## src/rtl/cpu_mem_pkg.sv

```systemverilog
// Shared types and defaults for the memory port arbiter.
// Optional build macro: MEM_ARB_RR_EN (round-robin tie-break instead of fixed data priority).
package cpu_mem_pkg;

    localparam int AW_DEFAULT       = 32;
    localparam int DW_DEFAULT       = 32;
    localparam int MAX_WAIT_DEFAULT = 15;

    // Arbiter FSM: one idle state plus one busy state per owner
    typedef enum logic [1:0] {
        ST_IDLE    = 2'd0,
        ST_BUSY_IF = 2'd1,
        ST_BUSY_D  = 2'd2
    } arb_state_e;

endpackage

```

## src/rtl/mem_arb_pick.sv

```systemverilog
// Combinational winner select between fetch and data requesters.
// MEM_ARB_RR_EN defined: tie goes to the requester not granted last, and the
// next value of the last-grant flag is produced here. Undefined: data always wins.
module mem_arb_pick (
    input  logic en_i,        // arbiter is free to grant this cycle
    input  logic if_req_i,
    input  logic d_req_i,
`ifdef MEM_ARB_RR_EN
    input  logic last_q_i,    // 1 = data owned the previous grant
    output logic last_d_o,
`endif
    output logic gnt_if_o,
    output logic gnt_d_o
);

    // Pick a winner only when a grant can actually be issued
    always_comb begin
        gnt_if_o = 1'b0;
        gnt_d_o  = 1'b0;
        if (en_i) begin
`ifdef MEM_ARB_RR_EN
            if (if_req_i && d_req_i) begin
                gnt_d_o  = !last_q_i;
                gnt_if_o = last_q_i;
            end else begin
                gnt_d_o  = d_req_i;
                gnt_if_o = if_req_i;
            end
`else
            gnt_d_o  = d_req_i;
            gnt_if_o = if_req_i && !d_req_i;
`endif
        end
    end

`ifdef MEM_ARB_RR_EN
    // Flag follows whoever actually won; unchanged when nothing is granted
    assign last_d_o = (gnt_d_o || gnt_if_o) ? gnt_d_o : last_q_i;
`endif

endmodule

```

## src/rtl/mem_port_arbiter.sv

```systemverilog
// Shares one single-port memory between a fetch (read-only) and a data
// (read/write) requester. One transaction at a time, with a wait-cycle
// timeout that reports arb_err and completes the owner with rdata=0.
// Optional build macro: MEM_ARB_RR_EN (round-robin tie-break).
module mem_port_arbiter
    import cpu_mem_pkg::*;
#(
    parameter int AW       = AW_DEFAULT,
    parameter int DW       = DW_DEFAULT,
    parameter int MAX_WAIT = MAX_WAIT_DEFAULT
) (
    input  logic          clk,
    input  logic          rst_n,
    // fetch port
    input  logic          if_req,
    input  logic [AW-1:0] if_addr,
    output logic          if_gnt,
    output logic          if_rvalid,
    output logic [DW-1:0] if_rdata,
    // data port
    input  logic          d_req,
    input  logic          d_we,
    input  logic [AW-1:0] d_addr,
    input  logic [DW-1:0] d_wdata,
    output logic          d_gnt,
    output logic          d_rvalid,
    output logic [DW-1:0] d_rdata,
    // shared memory
    output logic          mem_req,
    output logic          mem_we,
    output logic [AW-1:0] mem_addr,
    output logic [DW-1:0] mem_wdata,
    input  logic          mem_ready,
    input  logic [DW-1:0] mem_rdata,
    output logic          arb_err
);

    // Timeout fires on the edge that closes the MAX_WAIT-th busy cycle
    localparam logic [7:0] WAIT_LAST = 8'(MAX_WAIT - 1);

    arb_state_e    state_q, state_d;
    logic [7:0]    cnt_q, cnt_d;
    logic          mem_req_q, mem_req_d;
    logic          mem_we_q, mem_we_d;
    logic [AW-1:0] mem_addr_q, mem_addr_d;
    logic [DW-1:0] mem_wdata_q, mem_wdata_d;
    logic          if_gnt_q, if_gnt_d;
    logic          d_gnt_q, d_gnt_d;
    logic          if_rvalid_q, if_rvalid_d;
    logic          d_rvalid_q, d_rvalid_d;
    logic [DW-1:0] if_rdata_q, if_rdata_d;
    logic [DW-1:0] d_rdata_q, d_rdata_d;
    logic          arb_err_q, arb_err_d;

    logic          busy;
    logic          gap;
    logic          grant_ok;
    logic          pick_if, pick_d;
    logic          done_ok, done_to;

    assign busy     = (state_q != ST_IDLE);
    // The rvalid cycle is a forced idle cycle, so a new grant lands two
    // cycles after a completion at the earliest.
    assign gap      = if_rvalid_q || d_rvalid_q;
    assign grant_ok = (state_q == ST_IDLE) && !gap;
    assign done_ok  = busy && mem_ready;
    assign done_to  = busy && !mem_ready && (cnt_q == WAIT_LAST);

`ifdef MEM_ARB_RR_EN
    logic last_q, last_d;

    // Last-grant flag for the round-robin tie-break
    always_ff @(posedge clk or negedge rst_n) begin
        if (!rst_n) last_q <= 1'b0;
        else        last_q <= last_d;
    end
`endif

    mem_arb_pick u_pick (
        .en_i     (grant_ok),
        .if_req_i (if_req),
        .d_req_i  (d_req),
`ifdef MEM_ARB_RR_EN
        .last_q_i (last_q),
        .last_d_o (last_d),
`endif
        .gnt_if_o (pick_if),
        .gnt_d_o  (pick_d)
    );

    // State register
    always_ff @(posedge clk or negedge rst_n) begin
        if (!rst_n) state_q <= ST_IDLE;
        else        state_q <= state_d;
    end

    // Next-state: grant from idle, return to idle on completion or timeout
    always_comb begin
        state_d = state_q;
        case (state_q)
            ST_IDLE: begin
                if (pick_d)       state_d = ST_BUSY_D;
                else if (pick_if) state_d = ST_BUSY_IF;
            end
            ST_BUSY_IF,
            ST_BUSY_D: begin
                if (done_ok || done_to) state_d = ST_IDLE;
            end
            default: state_d = ST_IDLE;
        endcase
    end

    // Output next-values: latch request on grant, return data on completion
    always_comb begin
        cnt_d       = cnt_q;
        mem_req_d   = mem_req_q;
        mem_we_d    = mem_we_q;
        mem_addr_d  = mem_addr_q;
        mem_wdata_d = mem_wdata_q;
        if_rdata_d  = if_rdata_q;
        d_rdata_d   = d_rdata_q;
        if_gnt_d    = 1'b0;
        d_gnt_d     = 1'b0;
        if_rvalid_d = 1'b0;
        d_rvalid_d  = 1'b0;
        arb_err_d   = 1'b0;
        case (state_q)
            ST_IDLE: begin
                if (pick_d) begin
                    d_gnt_d     = 1'b1;
                    mem_req_d   = 1'b1;
                    mem_we_d    = d_we;
                    mem_addr_d  = d_addr;
                    mem_wdata_d = d_wdata;
                    cnt_d       = '0;
                end else if (pick_if) begin
                    if_gnt_d    = 1'b1;
                    mem_req_d   = 1'b1;
                    mem_we_d    = 1'b0;
                    mem_addr_d  = if_addr;
                    mem_wdata_d = '0;
                    cnt_d       = '0;
                end
            end
            ST_BUSY_IF,
            ST_BUSY_D: begin
                cnt_d = cnt_q + 8'd1;
                if (done_ok) begin
                    mem_req_d = 1'b0;
                    mem_we_d  = 1'b0;
                    if (state_q == ST_BUSY_IF) begin
                        if_rvalid_d = 1'b1;
                        if_rdata_d  = mem_rdata;
                    end else begin
                        d_rvalid_d = 1'b1;
                        // writes complete without touching the read data
                        if (!mem_we_q) d_rdata_d = mem_rdata;
                    end
                end else if (done_to) begin
                    mem_req_d = 1'b0;
                    mem_we_d  = 1'b0;
                    arb_err_d = 1'b1;
                    if (state_q == ST_BUSY_IF) begin
                        if_rvalid_d = 1'b1;
                        if_rdata_d  = '0;
                    end else begin
                        d_rvalid_d = 1'b1;
                        d_rdata_d  = '0;
                    end
                end
            end
            default: ;
        endcase
    end

    // Registered outputs and wait counter
    always_ff @(posedge clk or negedge rst_n) begin
        if (!rst_n) begin
            cnt_q       <= '0;
            mem_req_q   <= 1'b0;
            mem_we_q    <= 1'b0;
            mem_addr_q  <= '0;
            mem_wdata_q <= '0;
            if_gnt_q    <= 1'b0;
            d_gnt_q     <= 1'b0;
            if_rvalid_q <= 1'b0;
            d_rvalid_q  <= 1'b0;
            if_rdata_q  <= '0;
            d_rdata_q   <= '0;
            arb_err_q   <= 1'b0;
        end else begin
            cnt_q       <= cnt_d;
            mem_req_q   <= mem_req_d;
            mem_we_q    <= mem_we_d;
            mem_addr_q  <= mem_addr_d;
            mem_wdata_q <= mem_wdata_d;
            if_gnt_q    <= if_gnt_d;
            d_gnt_q     <= d_gnt_d;
            if_rvalid_q <= if_rvalid_d;
            d_rvalid_q  <= d_rvalid_d;
            if_rdata_q  <= if_rdata_d;
            d_rdata_q   <= d_rdata_d;
            arb_err_q   <= arb_err_d;
        end
    end

    assign mem_req   = mem_req_q;
    assign mem_we    = mem_we_q;
    assign mem_addr  = mem_addr_q;
    assign mem_wdata = mem_wdata_q;
    assign if_gnt    = if_gnt_q;
    assign d_gnt     = d_gnt_q;
    assign if_rvalid = if_rvalid_q;
    assign d_rvalid  = d_rvalid_q;
    assign if_rdata  = if_rdata_q;
    assign d_rdata   = d_rdata_q;
    assign arb_err   = arb_err_q;

endmodule

```

## config.mk

```make
export PLATFORM = sky130hd
export DESIGN_NAME = mem_port_arbiter
export DESIGN_NICKNAME = d
export VERILOG_FILES = /design/src/rtl/cpu_mem_pkg.sv /design/src/rtl/mem_arb_pick.sv /design/src/rtl/mem_port_arbiter.sv
export SDC_FILE = /design/constraint.sdc
export NUM_CORES = 1
export LEC_CHECK = 0
export ABC_AREA = 1
export CORE_MARGIN = 2
export CORE_UTILIZATION = 39
export CTS_CLUSTER_DIAMETER = 200
export CTS_CLUSTER_SIZE = 8
export DETAILED_ROUTE_END_ITERATION = 10
export MAX_ROUTING_LAYER = met4
export PLACE_DENSITY = 0.84
export SYNTH_ARGS = -nofsm -noshare
export SYNTH_HDL_FRONTEND = slang
export SYNTH_HIERARCHICAL = 1
export SYNTH_SLANG_ARGS = --single-unit
```

## constraint.sdc

```tcl
create_clock -name clk -period 2.49 [get_ports clk]
set_input_delay 0.249 -clock clk [delete_from_list [all_inputs] [get_ports clk]]
set_output_delay 0.249 -clock clk [all_outputs]
set_load 0.01 [all_outputs]
```

==> run_results.csv, run 1 <==
group,metric,value,unit
placement,dp_cells,1168,
critical_path,path_class,"flop to flop",
critical_path,critPathMaxFanout,11,
critical_path,arrival,2.42,ns
critical_path,max_stage_delay,0.37,ns
clock_network,cts-root-buf,"clkbuf_16",
drt,drc,0,
logic_synthesis,synth_common_cells,"nand2_1, dfrtp_1, nor2_1, nand4_1, inv_1",
critical_path,worstPathCellList,"inv_1, ha_2, inv_2, nor3_1, nand2_1, nor2_2, o21ai_4, nand2_2, nand2_1, o21ai_0, nand2_1, nor2_1",
grt,grt.met2_usage,0.370,
grt,grt_pass1_vias,6129,
clock_network,postCtsSetupBuffers,0,
critical_path,start_kind,"flop",
drt,viasPerCell,4.96,
clock_network,cts_max_level,4,
drt,vias,5960,
job,cap_violations,0,
die,core,15900,sq um
logic_synthesis,yosysSeqAreaShare,0.569,
power,p_per_area,1240,nW/um^2
timing,rsz0062_at_grt,"no",
grt,grt.met1_usage,0.291,
drt,wl_per_cell,16.1,microns
timing,min_period_over_period,0.838,
timing,worst_pin_slew,0.509,ns
power,p_sw,0.00460,W
power,p_leak,4.71,nW
clock_network,clkSinkCount,145,
die,ioPinCount,269,
min_path,hp-class,"input port to asynchronous set/reset pin",
placement,port_buffers,268,
die,die_w,132,microns
die,die_area,17400,sq um
critical_path,end_kind,"flop",
grt,antenna_found_initial,0,
power,power_switching_share,0.374,
grt,use_met3,0.0484,
timing,timing.final.crit_period,2.09,ns
logic_synthesis,avgSynthCellArea,8.90,sq um
critical_path,crit_slowest_cell,"dfrtp_1",
clock_network,clkLatencyLatePin,0.42,ns
finish,nets,1110,
grt,overflow,0,
logic_synthesis,syn_area,6380,sq um
finish,layout-drive-gt1-share,0.0670,
power,p_int,0.00770,W
placement,gp_congestion,0.817,
logic_synthesis,netlist.area_leader.share,0.569,
drt,ant_nets,0,
grt,busiest_layer,"met2",
power,p_clk_frac,0.222,
clock_network,clk_pin_slew,0.06,ns
timing,maxSlewViolCount,0,
logic_synthesis,syn_inst,717,
logic_synthesis,yosys_warnings,6,
finish,diodes,0,
logic_synthesis,synthFlopType,"dfrtp_1",
die,die_h,132,microns
logic_synthesis,async_flop_share,1.00,
grt,grt_max_degree,66,
critical_path,critPathTopFamily,"simple AND/OR/NAND/NOR gates",
timing,finalHoldViolCount,0,
die,rows,46,
logic_synthesis,synth_top_cell_by_area,"dfrtp_1",
critical_path,r2r_cells,12,
power,vdd_drop_max,645,uV
critical_path,cp.required,2.83,ns
logic_synthesis,synth_most_common_cell,"nand2_1",
finish,syn2layout_area_growth,55.3,%
drt,first_pass_iters,5,
timing,finClkSkew,0.0143,ns
logic_synthesis,syn_nets,855,
timing,setup_viol,0,
logic_synthesis,synth-edff-count,0,
timing,slew-limit-headroom,0.660,
run_status,status,"completed",
power,p_seq_frac,0.311,
grt,grt_pass1_wl,31600,microns
critical_path,critPathBufInv,2,
logic_synthesis,synth_seq_cells,145,
critical_path,crit_path_frequent_cell,"nand2_1",
power,p_comb_frac,0.467,
clock_network,cts_inserted_buffers,17,
drt,wirelength,19300,microns
logic_synthesis,yosysUniqueCellTypes,29,
timing,max_freq,480,MHz
timing,fin_tns_setup,0,ns
clock_network,cts_max_path_buffers,2,
grt,grt_util_all_layers,0.232,
critical_path,path_depth,12,
die,start_util,0.400,
timing,whs,0.356,ns
finish,layout.cells.non_filler,1201,
drt,drt-initial-drc-count,421,
placement,hpwl,13700,microns
logic_synthesis,netlist_top_cells_area,"dfrtp_1, nand2_1, nand4_1",
clock_network,tritoncts,"built",
state kept, by name, summed over array words and instances (netlist names):
name and count:
d_rvalid 1, state_q 2, if_gnt 1, mem_addr 32
if_rdata 32, mem_wdata 32, mem_req 1, mem_we 1
if_rvalid 1, arb_err 1, cnt_q 8, d_rdata 32
d_gnt 1
placed cells by master, fill, tap and decap left out, types with 6 or more instances in the layout:
cell	count
nand2_1	224
clkbuf_16	17
clkdlybuf4s50_1	267
dfrtp_1	145
a22o_1	32
nor2_1	72
nand3_1	6
inv_1	52
nand4_1	70
o21ai_0	6
buf_4	15
a31oi_1	32
final cells by class:
type	count	area, sq um
sequential	145	3630
timing repair buffer	287	2870
clock buffer	19	453
clock inverter	13	185
fill	1372	6030
inverter	57	218
multi-input combinational	464	2290
tap	216	270
worst paths after layout:
kind / start / endpoint / slack (ns)
setup / recovery: state_q[1] / cnt_q[4] / 0.40
hold / removal: rst_n / mem_wdata[8] / 0.36
setup reg to reg: state_q[1] / cnt_q[4] / 0.40
hold reg to reg: if_rdata[5] / if_rdata[5] / 0.47
max in group asynchronous: rst_n / mem_addr[0] / 1.29
min in group clk: d_addr[25] / mem_addr[25] / 0.40
power groups by stage:
stage	Clock (W)	Sequential (W)	Combinational, W
finish	0.00272	0.00383	0.00575
global route	0.00287	0.00395	0.00628
CTS	0.00277	0.00383	0.00578
detailed placement	0	0.00385	0.00575
global placement	0	0.00383	0.00563
floorplan	0	0.00422	0.00254
per-stage QoR:
step / area (sq um) / util / total power [W] / worst slack, ns
3_3_place_gp: 9260 / 0.581 / 0.00946 / 0.439
3_5_place_dp: 9260 / 0.581 / 0.00960 / 0.320
2_1_floorplan: 6380 / - / 0.00676 / 0.490
6_report: 9910 / 0.622 / 0.0123 / 0.405
5_1_grt: 9910 / 0.622 / 0.0131 / 0.112
4_1_cts: 9910 / 0.622 / 0.0124 / 0.308
kinds of logic (layout without fill, tap and decap cells):
logic type	after synthesis	in the layout	share of synthesized area
AO/OA/AOI/OAI	74	74	0.0853
adder cells (fa/ha/maj)	4	4	0.00784
buffers and inverters	108	376	0.0733
flip-flops	145	145	0.569
AND/OR/NAND/NOR	386	386	0.265
repair_timing:
action,CTS,global route
hold endpoints to repair,50,0
setup endpoints to repair,0,2
gates resized for setup,0,1
hold buffers,1,0
per-layer routing:
metal,up-vias,share of wire
met2,202,0.49
met5,-,0
met4,0,0.028
met3,33,0.055
li1,2884,-
met1,2841,0.43
Note: power is estimated with default switching activity, not from simulation.
==> inputs of run 2 (changes only) <==
==> constraint.sdc (replaced) <==
create_clock -name clk -period 1.95 [get_ports clk]
set_input_delay 0.195 -clock clk [delete_from_list [all_inputs] [get_ports clk]]
set_output_delay 0.195 -clock clk [all_outputs]
set_load 0.01 [all_outputs]
==> run_results.csv, run 2 (synthesis gave the netlist of run 1 again) <==
group,metric,value,unit
clock_network,cts_max_path_buffers,2,
critical_path,start_kind,"flop",
placement,gp_congestion,0.841,
critical_path,arrival,2.16,ns
timing,whs,0.284,ns
timing,finalHoldViolCount,0,
finish,syn2layout_area_growth,62.3,%
finish,layout-drive-gt1-share,0.0877,
die,core,15900,sq um
timing,slew-limit-headroom,0.705,
drt,ant_nets,0,
placement,port_buffers,268,
finish,fin_util,0.650,
timing,rsz0062_at_grt,"no",
drt,viasPerCell,5.11,
clock_network,cts_max_level,4,
die,start_util,0.400,
critical_path,path_class,"flop to flop",
drt,wl_per_cell,17.1,microns
drt,vias,6234,
placement,hpwl,13700,microns
clock_network,clk_pin_slew,0.06,ns
power,vdd_drop_max,999,uV
power,p_leak,4.93,nW
drt,drt-initial-drc-count,298,
job,cap_violations,0,
timing,max_freq,537,MHz
drt,wirelength,20800,microns
finish,layout_commonest_cell,"clkdlybuf4s50_1",
critical_path,end_kind,"flop",
finish,mostFrequentLayoutCells,"clkdlybuf4s50_1, nand2_1, dfrtp_1, nor2_1, nand4_1",
clock_network,cts-root-buf,"clkbuf_16",
finish,fillerInstances,1291,
grt,grt_util_all_layers,0.243,
grt,grt_pass1_wl,32800,microns
critical_path,cp.required,2.25,ns
min_path,hp-class,"input port to asynchronous set/reset pin",
timing,maxSlewViolCount,0,
power,p_total,0.0172,W
critical_path,critPathMaxFanout,16,
die,die_area,17400,sq um
die,die_w,132,microns
power,power_switching_share,0.363,
drt,first_pass_iters,5,
power,p_seq_frac,0.284,
clock_network,tritoncts,"built",
drt,drc,0,
die,die_h,132,microns
timing,layout_setup_ws,0.0894,ns
grt,grt_max_degree,53,
grt,grt_pass1_vias,6196,
die,rows,46,
power,p_clk_frac,0.235,
placement,pre_cts_ws,-0.0363,ns
power,p_sw,0.00624,W
power,p_per_area,1660,nW/um^2
power,p_comb_frac,0.480,
die,ioPinCount,269,
clock_network,clkSinkCount,145,
timing,worst_pin_slew,0.443,ns
timing,min_period_over_period,0.954,
finish,nets,1128,
grt,overflow,0,
clock_network,clkLatencyLatePin,0.42,ns
power,p_int,0.0110,W
timing,finClkSkew,0.0106,ns
clock_network,cts_inserted_buffers,17,
timing,timing.final.crit_period,1.86,ns
run_status,status,"completed",
grt,antenna_found_initial,1,
timing,setup_viol,0,
## run 2: changes by cell type in the layout (fill, tap and decap cells not counted), moves of 2 or more
cell / before / now
buf_4: 15 / 20
clkbuf_16: 17 / 20
buf_8: 0 / 2
bufinv_16: 4 / 8
bufbuf_16: 0 / 2
clkinvlp_4: 5 / 2
buf_12: 3 / 8
## run 2: timing repair
item | 4_1_cts | 5_1_grt
gates cloned | 3 | 3
resized for setup | 6 | 8
endpoints found under the setup margin | 63 | 109
pin swaps | 1 | 3
hold buffers | 1 | 0
setup buffers | 0 | 7
hold endpoints to repair | 41 | 0
## run 2: layer usage
metal  vias to the layer above  track usage  routed length (microns)
met5                         -            -                        0
met4                         0       0.0996                      649
met3                        47       0.0504                     1280
met2                       276        0.387                    10200
li1                       2931            -                        -
met1                      2980        0.303                     8700
## run 2: power groups by stage
stage	Combinational (W)	Clock (W)	Sequential, W
floorplan	0.00324	0	0.00539
global route	0.00888	0.00422	0.00504
CTS	0.00793	0.00412	0.00489
global placement	0.00740	0	0.00489
detailed placement	0.00758	0	0.00491
finish	0.00827	0.00405	0.00489
## run 2: path summary, 6_finish.rpt
check,start,to,slack (ns),cells after the start
min in group clk,if_addr[8],mem_addr[8],0.34,3
min,rst_n,mem_wdata[15],0.28,2
max,state_q[0],mem_wdata[29],0.09,11
min reg2reg,if_rdata[19],if_rdata[19],0.47,2
max in group asynchronous,rst_n,d_rdata[14],1.03,3
max reg2reg,state_q[0],mem_wdata[29],0.09,11
## run 2: per-stage QoR
stage / TNS, ns / instance area [sq um] / std cells
after global routing: 0 / 10400 / 1220
final: 0 / 10400 / 1220
after detailed placement: -0.218 / 9360 / 1173
after floorplan: 0 / 6380 / 717
after global placement: 0 / 9360 / 1173
after CTS: 0 / 10200 / 1209
## run 2: critical path: stages (launching register included)
cell and delay [ns]:
dfrtp_1 0.37, inv_1 0.07, ha_2 0.20, inv_4 0.05, nor3_2 0.04, nand2_1 0.07
inv_2 0.07, buf_12 0.13, nand2_2 0.06, clkinvlp_4 0.20, clkbuf_16 0.24, a22o_1 0.24
## run 2: final cells by class
class,count,area [sq um],share of cell area
flip-flops and latches,145,3630,0.350
clock buffers,19,453,0.0437
inverters,57,229,0.0221
diodes,1,2.50,0.000242
clock inverters,13,279,0.0269
well taps,216,270,0.0261
multi-input cells,465,2320,0.224
repair buffers,304,3170,0.306
